===== src/rtl/fns_pkg.sv =====
// Shared types and constant Fibonacci helpers for the sequential FNS/DPS codeword decoder.
package fns_pkg;

  typedef enum logic [1:0] {IDLE, RUN, DONE} state_t;

  function automatic longint fns(input int k);
    longint a;
    longint b;
    longint t;
    a = 1;
    b = 1;
    for (int i = 3; i <= k; i++) begin
      t = a + b;
      a = b;
      b = t;
    end
    return b;
  endfunction

  // Largest decodable value: every weight summed, with the DPS bit counted twice.
  function automatic longint dps_max(input int n, input int dps_en);
    longint s;
    s = 0;
    for (int i = 1; i <= n; i++) s += fns(i);
    if (dps_en != 0) s += fns(n - 1);
    return s;
  endfunction

endpackage


===== src/rtl/fns_step.sv =====
// One decode step: sums P code bits against successive Fibonacci weights and advances the weight pair.
module fns_step
  import fns_pkg::*;
#(
  parameter int N      = 20,
  parameter int P      = 1,
  parameter int DPS_EN = 1,
  parameter int DW     = 15,
  parameter int IW     = 5
) (
  input  logic [P-1:0]  bits,
  input  logic [DW:0]   fa,
  input  logic [DW:0]   fb,
  input  logic [IW-1:0] base_idx,
  output logic [DW-1:0] psum,
  output logic [DW:0]   fa_nx,
  output logic [DW:0]   fb_nx,
  output logic          cy
);

  // Bit DW is a sticky "true value no longer fits" flag; the low DW bits stay exact modulo 2^DW.
  function automatic logic [DW:0] sadd(input logic [DW:0] a, input logic [DW:0] b);
    logic [DW:0] s;
    s = {1'b0, a[DW-1:0]} + {1'b0, b[DW-1:0]};
    return {a[DW] | b[DW] | s[DW], s[DW-1:0]};
  endfunction

  function automatic logic [DW:0] sdbl(input logic [DW:0] w);
    return {w[DW] | w[DW-1], w[DW-2:0], 1'b0};
  endfunction

  logic [DW:0]   wa;
  logic [DW:0]   wb;
  logic [DW:0]   w;
  logic [DW:0]   acc_s;
  logic [IW-1:0] idx;

  always_comb begin
    wa    = fa;
    wb    = fb;
    w     = '0;
    acc_s = '0;
    idx   = '0;
    for (int j = 0; j < P; j++) begin
      idx = base_idx + IW'(j);
      w   = wa;
      if (DPS_EN != 0 && idx == IW'(N - 2)) w = sdbl(wa);
      if (bits[j]) acc_s = sadd(acc_s, w);
      w  = sadd(wa, wb);
      wa = wb;
      wb = w;
    end
    psum  = acc_s[DW-1:0];
    cy    = acc_s[DW];
    fa_nx = wa;
    fb_nx = wb;
  end

endmodule


===== src/rtl/fns_dps_dec_seq.sv =====
// Sequential FNS/DPS codeword decoder: P bits per clock, valid/ready on both sides, weights generated on the fly.
module fns_dps_dec_seq
  import fns_pkg::*;
#(
  parameter int N      = 20,
  parameter int P      = 1,
  parameter int DPS_EN = 1,
  parameter int DW     = 15
) (
  input  logic          clk,
  input  logic          rst,
  input  logic          in_valid,
  output logic          in_ready,
  input  logic [N-1:0]  codein,
  output logic          out_valid,
  input  logic          out_ready,
  output logic [DW-1:0] dataout,
  output logic          ovf
);

  localparam int S  = (N + P - 1) / P;
  localparam int SP = S * P;
  localparam int CW = (S > 1) ? $clog2(S) : 1;
  localparam int IW = $clog2(SP + 1);

  if (DW < $clog2(dps_max(N, DPS_EN) + 1)) begin : g_dw_chk
    $warning("fns_dps_dec_seq: DW too narrow for the full decode range, dataout will wrap");
  end

  function automatic logic [DW:0] sadd(input logic [DW:0] a, input logic [DW:0] b);
    logic [DW:0] s;
    s = {1'b0, a[DW-1:0]} + {1'b0, b[DW-1:0]};
    return {a[DW] | b[DW] | s[DW], s[DW-1:0]};
  endfunction

  state_t        state;
  state_t        state_nx;
  logic [SP-1:0] sr;
  logic [DW:0]   acc;
  logic [DW:0]   acc_nx;
  logic [DW:0]   fa;
  logic [DW:0]   fb;
  logic [DW:0]   fa_nx;
  logic [DW:0]   fb_nx;
  logic [DW-1:0] psum;
  logic          step_cy;
  logic          ovf_r;
  logic [CW-1:0] cnt;
  logic [IW-1:0] bidx;
  logic          accept;
  logic          last;

  assign accept = in_valid & in_ready;
  assign last   = (state == RUN) && (cnt == CW'(S - 1));

  always_ff @(posedge clk) begin
    if (rst) state <= IDLE;
    else     state <= state_nx;
  end

  always_comb begin
    state_nx = state;
    case (state)
      IDLE:    if (accept) state_nx = RUN;
      RUN:     if (last) state_nx = DONE;
      DONE:    if (out_ready) state_nx = in_valid ? RUN : IDLE;
      default: state_nx = IDLE;
    endcase
  end

  always_comb begin
    in_ready  = (state == IDLE) || ((state == DONE) && out_ready);
    out_valid = (state == DONE);
  end

  fns_step #(
    .N(N), .P(P), .DPS_EN(DPS_EN), .DW(DW), .IW(IW)
  ) u_step (
    .bits     (sr[P-1:0]),
    .fa       (fa),
    .fb       (fb),
    .base_idx (bidx),
    .psum     (psum),
    .fa_nx    (fa_nx),
    .fb_nx    (fb_nx),
    .cy       (step_cy)
  );

  assign acc_nx = sadd(acc, {step_cy, psum});

  // Accept loads the padded word and restarts the weights at (F1,F2); RUN consumes P bits per edge.
  always_ff @(posedge clk) begin
    if (rst) begin
      sr    <= '0;
      acc   <= '0;
      ovf_r <= 1'b0;
      fa    <= '0;
      fb    <= '0;
      cnt   <= '0;
      bidx  <= '0;
    end else if (accept) begin
      sr    <= SP'(codein);
      acc   <= '0;
      ovf_r <= 1'b0;
      fa    <= (DW+1)'(1);
      fb    <= (DW+1)'(1);
      cnt   <= '0;
      bidx  <= '0;
    end else if (state == RUN) begin
      sr    <= sr >> P;
      acc   <= acc_nx;
      ovf_r <= acc_nx[DW];
      fa    <= fa_nx;
      fb    <= fb_nx;
      cnt   <= cnt + CW'(1);
      bidx  <= bidx + IW'(P);
    end
  end

  assign dataout = acc[DW-1:0];
  assign ovf     = ovf_r;

endmodule


===== config.mk =====
export PLATFORM = sky130hd
export DESIGN_NAME = fns_dps_dec_seq
export DESIGN_NICKNAME = d
export VERILOG_FILES = /design/src/rtl/fns_pkg.sv /design/src/rtl/fns_step.sv /design/src/rtl/fns_dps_dec_seq.sv
export SDC_FILE = /design/constraint.sdc
export NUM_CORES = 1
export LEC_CHECK = 0
export ABC_AREA = 1
export BUFFER_PORTS_ARGS = -buffer_cell sky130_fd_sc_hd__buf_2
export CORE_MARGIN = 5
export CORE_UTILIZATION = 30
export CTS_CLUSTER_SIZE = 30
export DETAILED_ROUTE_END_ITERATION = 8
export GPL_TIMING_DRIVEN = 0
export PLACE_DENSITY = 0.55
export SYNTH_ARGS = -nofsm -noshare
export SYNTH_HDL_FRONTEND = slang
export SYNTH_SLANG_ARGS = --single-unit

===== constraint.sdc =====
create_clock -name clk -period 3 [get_ports clk]
set_input_delay 0.45 -clock clk [delete_from_list [all_inputs] [get_ports clk]]
set_output_delay 0.45 -clock clk [all_outputs]
set_load 0.01 [all_outputs]

# Word level (Yosys, flattened, before mapping)
# Cells that the tools add are included.
# W data, S select, Z words.
[totals] wordCells=47 reg_bits=81 inputBits=24 output_inout_bits=18
[op_classes] addsub=4 reduce_logical=7 n_eq_ne=7 bitwise_logic=6 muxes=13
[ops] cell="$mux W20" count=2
[ops] cell="$add A15 B15 Y16" count=2
[ops] cell="$mux W16" count=2
[ops] cell="$add A5 B1 Y5 const B" count=2
[ops] cell="$eq A5 B5 Y1 const B" count=2
[ops] cell="$mux W2" count=3
[ops] cell="$pmux W2 S3" count=1
[ops] cell="$mux W1" count=5
[ops] cell="$or A1 B1 Y1" count=5
[ops] cell="$ne A2 B2 Y1 const B" count=2
[ops] cell="$reduce_and A3 Y1" count=1
[ops] cell="$eq A2 B1 Y1 const B" count=1
[ops] cell="$eq A2 B2 Y1 const B" count=1
[ops] cell="$logic_and A1 B1 Y1" count=2
[ops] cell="$logic_not A2 Y1" count=1
[ops] cell="$ne A2 B1 Y1 const B" count=1
[ops] cell="$reduce_bool A2 Y1" count=1
[ops] cell="$reduce_or A2 Y1" count=1
[ops] cell="$and A1 B1 Y1" count=1
[ops] cell="$logic_or A1 B1 Y1" count=1

# Depth between registers and ports, before layout
# Gate-level depths: netlist of run 1.
[logic_depth] depth_word=6 depth_mapped=20 mapped_depth_nobuf=19

# Hierarchy
# A second synthesis of run 1 with hierarchy kept.
[hier_totals] cells_unflattened=819 hier_area_um2=5245.0
[by_module_without_submodules] module="fns_dps_dec_seq" seq_area_each_um2=1601.5 cells_each=577 area_each_um2=3947.5 instances=1
[by_module_without_submodules] module="fns_step" seq_area_each_um2=0.0 cells_each=242 area_each_um2=1297.5 instances=1

# Worst setup path before layout of run 1
# Ideal clock, no wire load.
[synth_path] path_kind="register to register" from="register bidx[0]" to="register acc[8]" arrival_time_ns=2.340 period_less_slack_ns=2.449 path_buffers=1 setup_ns=0.109 path_slack_ns=0.551 t_required_ns=2.891 path_stages_with_launch=18 cell_sequence="dfxtp_1 -> inv_1 -> ha_1 -> nand2_1 -> inv_1 -> nand2_1 -> inv_1 -> buf_2 -> nor2_1 -> ha_1 -> fa_1 -> nand3_1 -> nand3_1 -> a21oi_1 -> xor2_1 -> nand2_1 -> nand2_1 -> inv_1"
[synth_via] elab_chain_cells=4
[synth_lines] item="start, declared" line="fns_dps_dec_seq.sv:49" text="logic [IW-1:0] bidx;"
[synth_lines] item="start signal, assigned" line="fns_dps_dec_seq.sv:116" text="bidx <= bidx + IW'(P);"
[synth_lines] item="$eq A5 B5 Y1" line="fns_step.sv:47" text="if (DPS_EN != 0 && idx == IW'(N - 2)) w = sdbl(wa);"
[synth_lines] item="$mux W16" line="fns_step.sv:47"
[synth_lines] item="$mux W16" line="fns_step.sv:48" text="if (bits[j]) acc_s = sadd(acc_s, w);"
[synth_lines] item="$add A15 B15 Y16" line="fns_dps_dec_seq.sv:32" text="s = {1'b0, a[DW-1:0]} + {1'b0, b[DW-1:0]};"
[synth_lines] item="end signal, assigned" line="fns_dps_dec_seq.sv:111" text="acc <= acc_nx;"
[synth_lines] item="end, declared" line="fns_dps_dec_seq.sv:39" text="logic [DW:0] acc;"
# Every way passes these cells.
# A chain may end at the register's enable or synchronous reset.

# Worst setup path in the final report of run 1
# Same ends and word-level chain as after synthesis.

==> flow_summary.toml, run 1 <==
[drt]
wl_met3_um = 574
via_per_inst = 4.44
drt_wl_total_um = 13700
avgRoutedWirePerCell_um = 12.4
vias = 4911
met2WireLength_um = 6090
drt_iter0_markers = 231
routed.top_layer = "met4"
postRouteAntennaNets = 0
route.detailed.drc = 0
m1WireLength_um = 6880
firstDrtPassIters = 5

[critical_path]
cp-start-kind = "register"
r2r_slack_ns = 0.18
critPathTopFamily = "adder cells"
crit_arrival_ns = 3.06
cp_common_cell = "nand2_1"
cp_slowest_cell = "fa_2"
worstPathCellList = "inv_1 -> ha_1 -> nand2_1 -> inv_1 -> nand2_1 -> inv_2 -> buf_4 -> nor2_1 -> ha_1 -> fa_2 -> nand3_1 -> nand3_1 -> a21oi_2 -> xor2_1 -> nand2_1 -> nand2_1 -> inv_1"
worstPathRequired_ns = 3.24
critPathCaptureType = "register"
cp_num_buf_inv = 5
cp_slowest_stage_delay_ns = 0.41
worst-setup-path-type = "reg -> reg"
crit_fanout = 10

[placed_design]
dp_slack_ns = -0.0531
place_congestion = 0.814
hpwl_um = 10400
numPortBuffers = 40

[synth]
syn_area_per_cell_um2 = 6.17
netlist_area_um2 = 5120
synth_edf_count = 0
ys.flop_type = "dfxtp_1"
ys_types = 31
async_reset_ff_frac = 0
yosysSeqAreaShare = 0.313
synth_warnings = 0
synth_nets = 889
synth_cells = 830
ys_ff_latch = 80

[sta]
worstMarginPinSlew_ns = 0.673
setup_ws_ns = 0.182
finalSetupViolCount = 0
grt_setup_unrepaired = "no"
slew_violations = 0
post-route-period-util = 0.939
min_period_ns = 2.82
relSlewSlack = 0.551
finClkSkew_ns = 0.00864
max_freq_mhz = 355
finalHoldViolations = 0

[layout]
fin_nets = 940
drive_above_1_share = 0.101
area_growth_pct = 15.0
final_common_cell = "nand2_1"
fill_cells = 1832
mostFrequentLayoutCells = "284 x nand2_1, 116 x inv_1, 99 x nor2_1"
final_util = 0.354
diodes = 0

[floorplanning]
die_w_um = 141
die_h_um = 141
dieArea_um2 = 19800
start_util = 0.308
rows = 47
io_pins = 42
core_um2 = 16600

[grt]
overflow = 0
grt_pass1_vias = 4519
grt_max_degree = 14
track_usage = 0.144
grt_pass1_wl_um = 22800
antenna_found_initial = 0

[clocking]
clock_latency_ns = 0.35
numCtsBuffers = 9
clock-root-buffer = "clkbuf_16"
htree_levels = 3
cts_tree = "built"
clk_pin_slew_worst_paths_ns = 0.06
cts.sinks = 80
clk_path_buf_depth = 2

[pwr]
intPower_mw = 1.83
swShare = 0.281
p_switching_mw = 0.713
power.leakage_nw = 2.89
combPwrFrac = 0.128
power_density_nw_per_um2 = 431
clkPwrFrac = 0.422
vdd_drop_max_mv = 0.280
pwr-share-seq = 0.451

[hold_path]
hp-class = "in -> reg"

[status]
run_status = "completed"

[flow_run]
cap_violations = 0
cell usage after synthesis (2+ instances only):
master / count / area share
nand2_1: 284 / 0.21
inv_1: 117 / 0.086
nor2_1: 99 / 0.073
dfxtp_1: 80 / 0.31
a21oi_1: 50 / 0.049
nand3_1: 46 / 0.045
ha_1: 33 / 0.081
a31oi_1: 21 / 0.026
o21ai_0: 18 / 0.018
buf_2: 16 / 0.016
nor3_1: 8 / 0.0078
xor2_1: 8 / 0.014
o21ai_1: 7 / 0.0068
clkbuf_1: 6 / 0.0044
inv_2: 4 / 0.0029
nand4_1: 4 / 0.0049
or2_0: 4 / 0.0049
buf_1: 3 / 0.0022
xnor2_1: 3 / 0.0051
buf_4: 2 / 0.0029
fa_1: 2 / 0.0078
nand2_2: 2 / 0.0024
nor3_2: 2 / 0.0039
nor3b_1: 2 / 0.0029
o211ai_1: 2 / 0.0029
or2_1: 2 / 0.0024
logic make-up after synthesis:
kind of cell | count (synthesis) | share of synthesized area
flops | 80 | 0.313
simple gates | 456 | 0.360
xor+xnor | 11 | 0.0188
compound gates | 99 | 0.104
buf+inv | 149 | 0.116
fa+ha+maj | 35 | 0.0885
power by group through the flow:
stage               sequential (mW)  combinational (mW)  clock, mW
detailed placement             1.17               0.327          0
floorplan                      1.16               0.222          0
global route                   1.15               0.370       1.15
global placement               1.17               0.326          0
CTS                            1.14               0.328       1.11
finish                         1.14               0.324       1.07
per-layer routing:
| metal | track usage | vias to the layer above |
|---|---|---|
| li1 | - | 2689 |
| met1 | 0.197 | 2125 |
| met2 | 0.228 | 84 |
| met3 | 0.0318 | 13 |
| met4 | 0.0423 | 0 |
| met5 | 0 | - |
state kept, by name (all words and copies together) (netlist names):
| signal | flops |
|---|---|
| acc | 16 |
| cnt | 5 |
| bidx | 5 |
| state | 2 |
| fa | 16 |
| sr | 20 |
| fb | 16 |
through the flow:
stage	std cells	hold WS, ns	area, um^2	power, mW	TNS [ns]
after floorplan	830	0.440	5120	1.38	0
after global placement	1090	0.456	5590	1.49	-0.0519
after detailed placement	1090	0.463	5590	1.49	-0.0531
after CTS	1105	0.347	5880	2.58	0
after global routing	1105	0.371	5890	2.67	0
final	1105	0.360	5890	2.54	0
final timing paths:
path | start | endpoint | cells after the start
worst max register to register | bidx[0] | acc[8] | 17
worst max-delay path | bidx[0] | acc[8] | 17
worst min register to register | sr[19] | sr[19] | 2
worst min-delay path | codein[19] | sr[19] | 3
final cells by class:
type / instances / area, um^2 / area share
buffer: 28 / 144 / 0.0244
clock buffer: 11 / 253 / 0.0429
clock inverter: 4 / 28.8 / 0.00489
inverter: 121 / 454 / 0.0772
multi-input combinational: 601 / 2930 / 0.498
sequential: 80 / 1600 / 0.272
tap: 220 / 275 / 0.0468
timing repair buffer: 40 / 200 / 0.0340
repair_timing:
action                                  CTS  global route
hold buffers                              0             0
buffers inserted                          0             0
endpoints found under the setup margin    1             6
resized for setup                         2             5
worst min-delay path, cell delays in order:
cell and delay, ns:
buf_2 0.09, nand2_1 0.05, a21oi_1 0.06
Power figures use the tool's default switching activity.
==> inputs of run 2 (changes only) <==
CORE_ASPECT_RATIO = 2   (was not set)
clock period = 3.34 ns   (was 3 ns; I/O delays follow)
==> run 2 against run 1 <==
First-iteration DRC count down 39%; wire length increased by 8.7%; critical endpoint unchanged; count of clock-buffer cells in the layout stayed put; fmax shrank 5.1%; highest routed layer unchanged; combinational power shrank 9.3%; die area up 0.80%; clock skew increased by 0.0026 ns; critical path depth is the same; critical path type unchanged; final cell count is 1.1% lower; non-clock buffer count did not move; sequential power decreased by 9.6%.
==> flow_summary.toml, run 2 (same netlist as run 1, synthesis figures left out) <==
[clocking]
clk_pin_slew_worst_paths_ns = 0.06
ctsResizeCount = 0
clock-root-buffer = "clkbuf_16"
clk_path_buf_depth = 2
cts.sinks = 80
clock_latency_ns = 0.36
cts_setup_buffers = 0
cts_tree = "built"
cts_hold_buf = 0
numCtsBuffers = 9
htree_levels = 3

[critical_path]
cp_slowest_cell = "fa_1"
cp_slowest_stage_delay_ns = 0.45
crit_arrival_ns = 3.22
critPathTopFamily = "adder cells"
critPathCaptureType = "register"
worstPathRequired_ns = 3.59
worstPathCellList = "inv_1 -> ha_1 -> nand2_1 -> inv_1 -> nand2_1 -> inv_1 -> buf_2 -> nor2_1 -> ha_1 -> fa_1 -> nand3_1 -> nand3_1 -> a21oi_1 -> xor2_1 -> nand2_1 -> nand2_1 -> inv_1"
cp-start-kind = "register"
cp_num_buf_inv = 5
crit_fanout = 10
worst-setup-path-type = "reg -> reg"

[flow_run]
cap_violations = 0

[sta]
min_period_ns = 2.97
finClkSkew_ns = 0.0113
grt_setup_unrepaired = "no"
max_freq_mhz = 337
post-route-period-util = 0.889
finalHoldViolations = 0
setup_ws_ns = 0.372
relSlewSlack = 0.536
slew_violations = 0
worstMarginPinSlew_ns = 0.696
finalSetupViolCount = 0
fin_tns_setup_ns = 0

[grt]
grt_max_degree = 15
use_met3 = 0.0262
grtUsageMet2 = 0.306
grtUsageMet1 = 0.142
overflow = 0
antenna_found_initial = 0
grt_pass1_wl_um = 24100
track_usage = 0.157
grt_pass1_vias = 4985
grt.busiest_layer = "met2"

[layout]
mostFrequentLayoutCells = "284 x nand2_1, 117 x inv_1, 99 x nor2_1"
diodes = 0
largest_register = "sr"
drive_above_1_share = 0.0959
final_util = 0.350
largest_reg_flops = 20
fill_cells = 1944
area_growth_pct = 14.5
fin_nets = 940
final_common_cell = "nand2_1"

[drt]
postRouteAntennaNets = 0
route.detailed.drc = 0
firstDrtPassIters = 6
drt_wl_total_um = 14900
via_per_inst = 4.64
vias = 5071
drt_iter0_markers = 141
avgRoutedWirePerCell_um = 13.7

[floorplanning]
die_h_um = 195
die_w_um = 102
io_pins = 42
core_um2 = 16800
rows = 67
dieArea_um2 = 19900
start_util = 0.305

[pwr]
vdd_drop_max_mv = 0.266
power.leakage_nw = 2.90
power_density_nw_per_um2 = 391

[status]
run_status = "completed"

[placed_design]
place_congestion = 0.863
dp_slack_ns = 0.429
hpwl_um = 12200
numPortBuffers = 40

[hold_path]
hp-class = "in -> reg"
-- run 2: metrics by stage --
step | instances | total power [mW] | hold slack, ns | cell area [um^2]
CTS | 1093 | 2.32 | 0.387 | 5860
floorplan | 830 | 1.24 | 0.440 | 5120
detailed placement | 1077 | 1.35 | 0.462 | 5580
global route | 1093 | 2.40 | 0.407 | 5860
global placement | 1077 | 1.35 | 0.456 | 5580
finish | 1093 | 2.29 | 0.397 | 5860
-- run 2: path summary, 6_finish.rpt --
path | start | endpoint | slack, ns | cells after the start
hold / removal | codein[19] | sr[19] | 0.40 | 3
hold reg to reg | sr[19] | sr[19] | 0.47 | 2
setup / recovery | bidx[0] | acc[8] | 0.37 | 17
setup reg to reg | bidx[0] | acc[8] | 0.37 | 17
-- run 2: power breakdown --
| part | total (mW) | switching, mW | internal (mW) | leakage (nW) |
|---|---|---|---|---|
| logic | 0.294 | 0.192 | 0.102 | 2.11 |
| registers | 1.03 | 0.0337 | 0.996 | 0.651 |
| clock network | 0.969 | 0.440 | 0.530 | 0.132 |
-- run 2: worst reg2reg max path, delay by kind of cell, from the launching register on --
family | cells | cell delay (ns)
DFF | 1 | 0.35
and+or+nand+nor | 7 | 0.60
AOI/OAI and AO/OA | 1 | 0.29
adders and majority gates | 3 | 0.84
xor gates and xnor gates | 1 | 0.18
buffers and inverters | 5 | 0.61
-- run 2: layer usage --
| metal | vias up | routed length (um) |
|---|---|---|
| met5 | - | 0 |
| met4 | 0 | 874 |
| met3 | 45 | 424 |
| met2 | 90 | 8440 |
| met1 | 2244 | 5200 |
| li1 | 2692 | - |
-- run 2: cell type report --
cell class | instances | area, um^2 | share of cell area
Buffer | 28 | 140 | 0.0239
Clock buffer | 11 | 243 | 0.0414
Clock inverter | 5 | 41.3 | 0.00704
Inverter | 121 | 454 | 0.0775
Multi-Input combinational cell | 601 | 2920 | 0.499
Sequential cell | 80 | 1600 | 0.273
Tap cell | 207 | 259 | 0.0442
Timing Repair Buffer | 40 | 200 | 0.0342
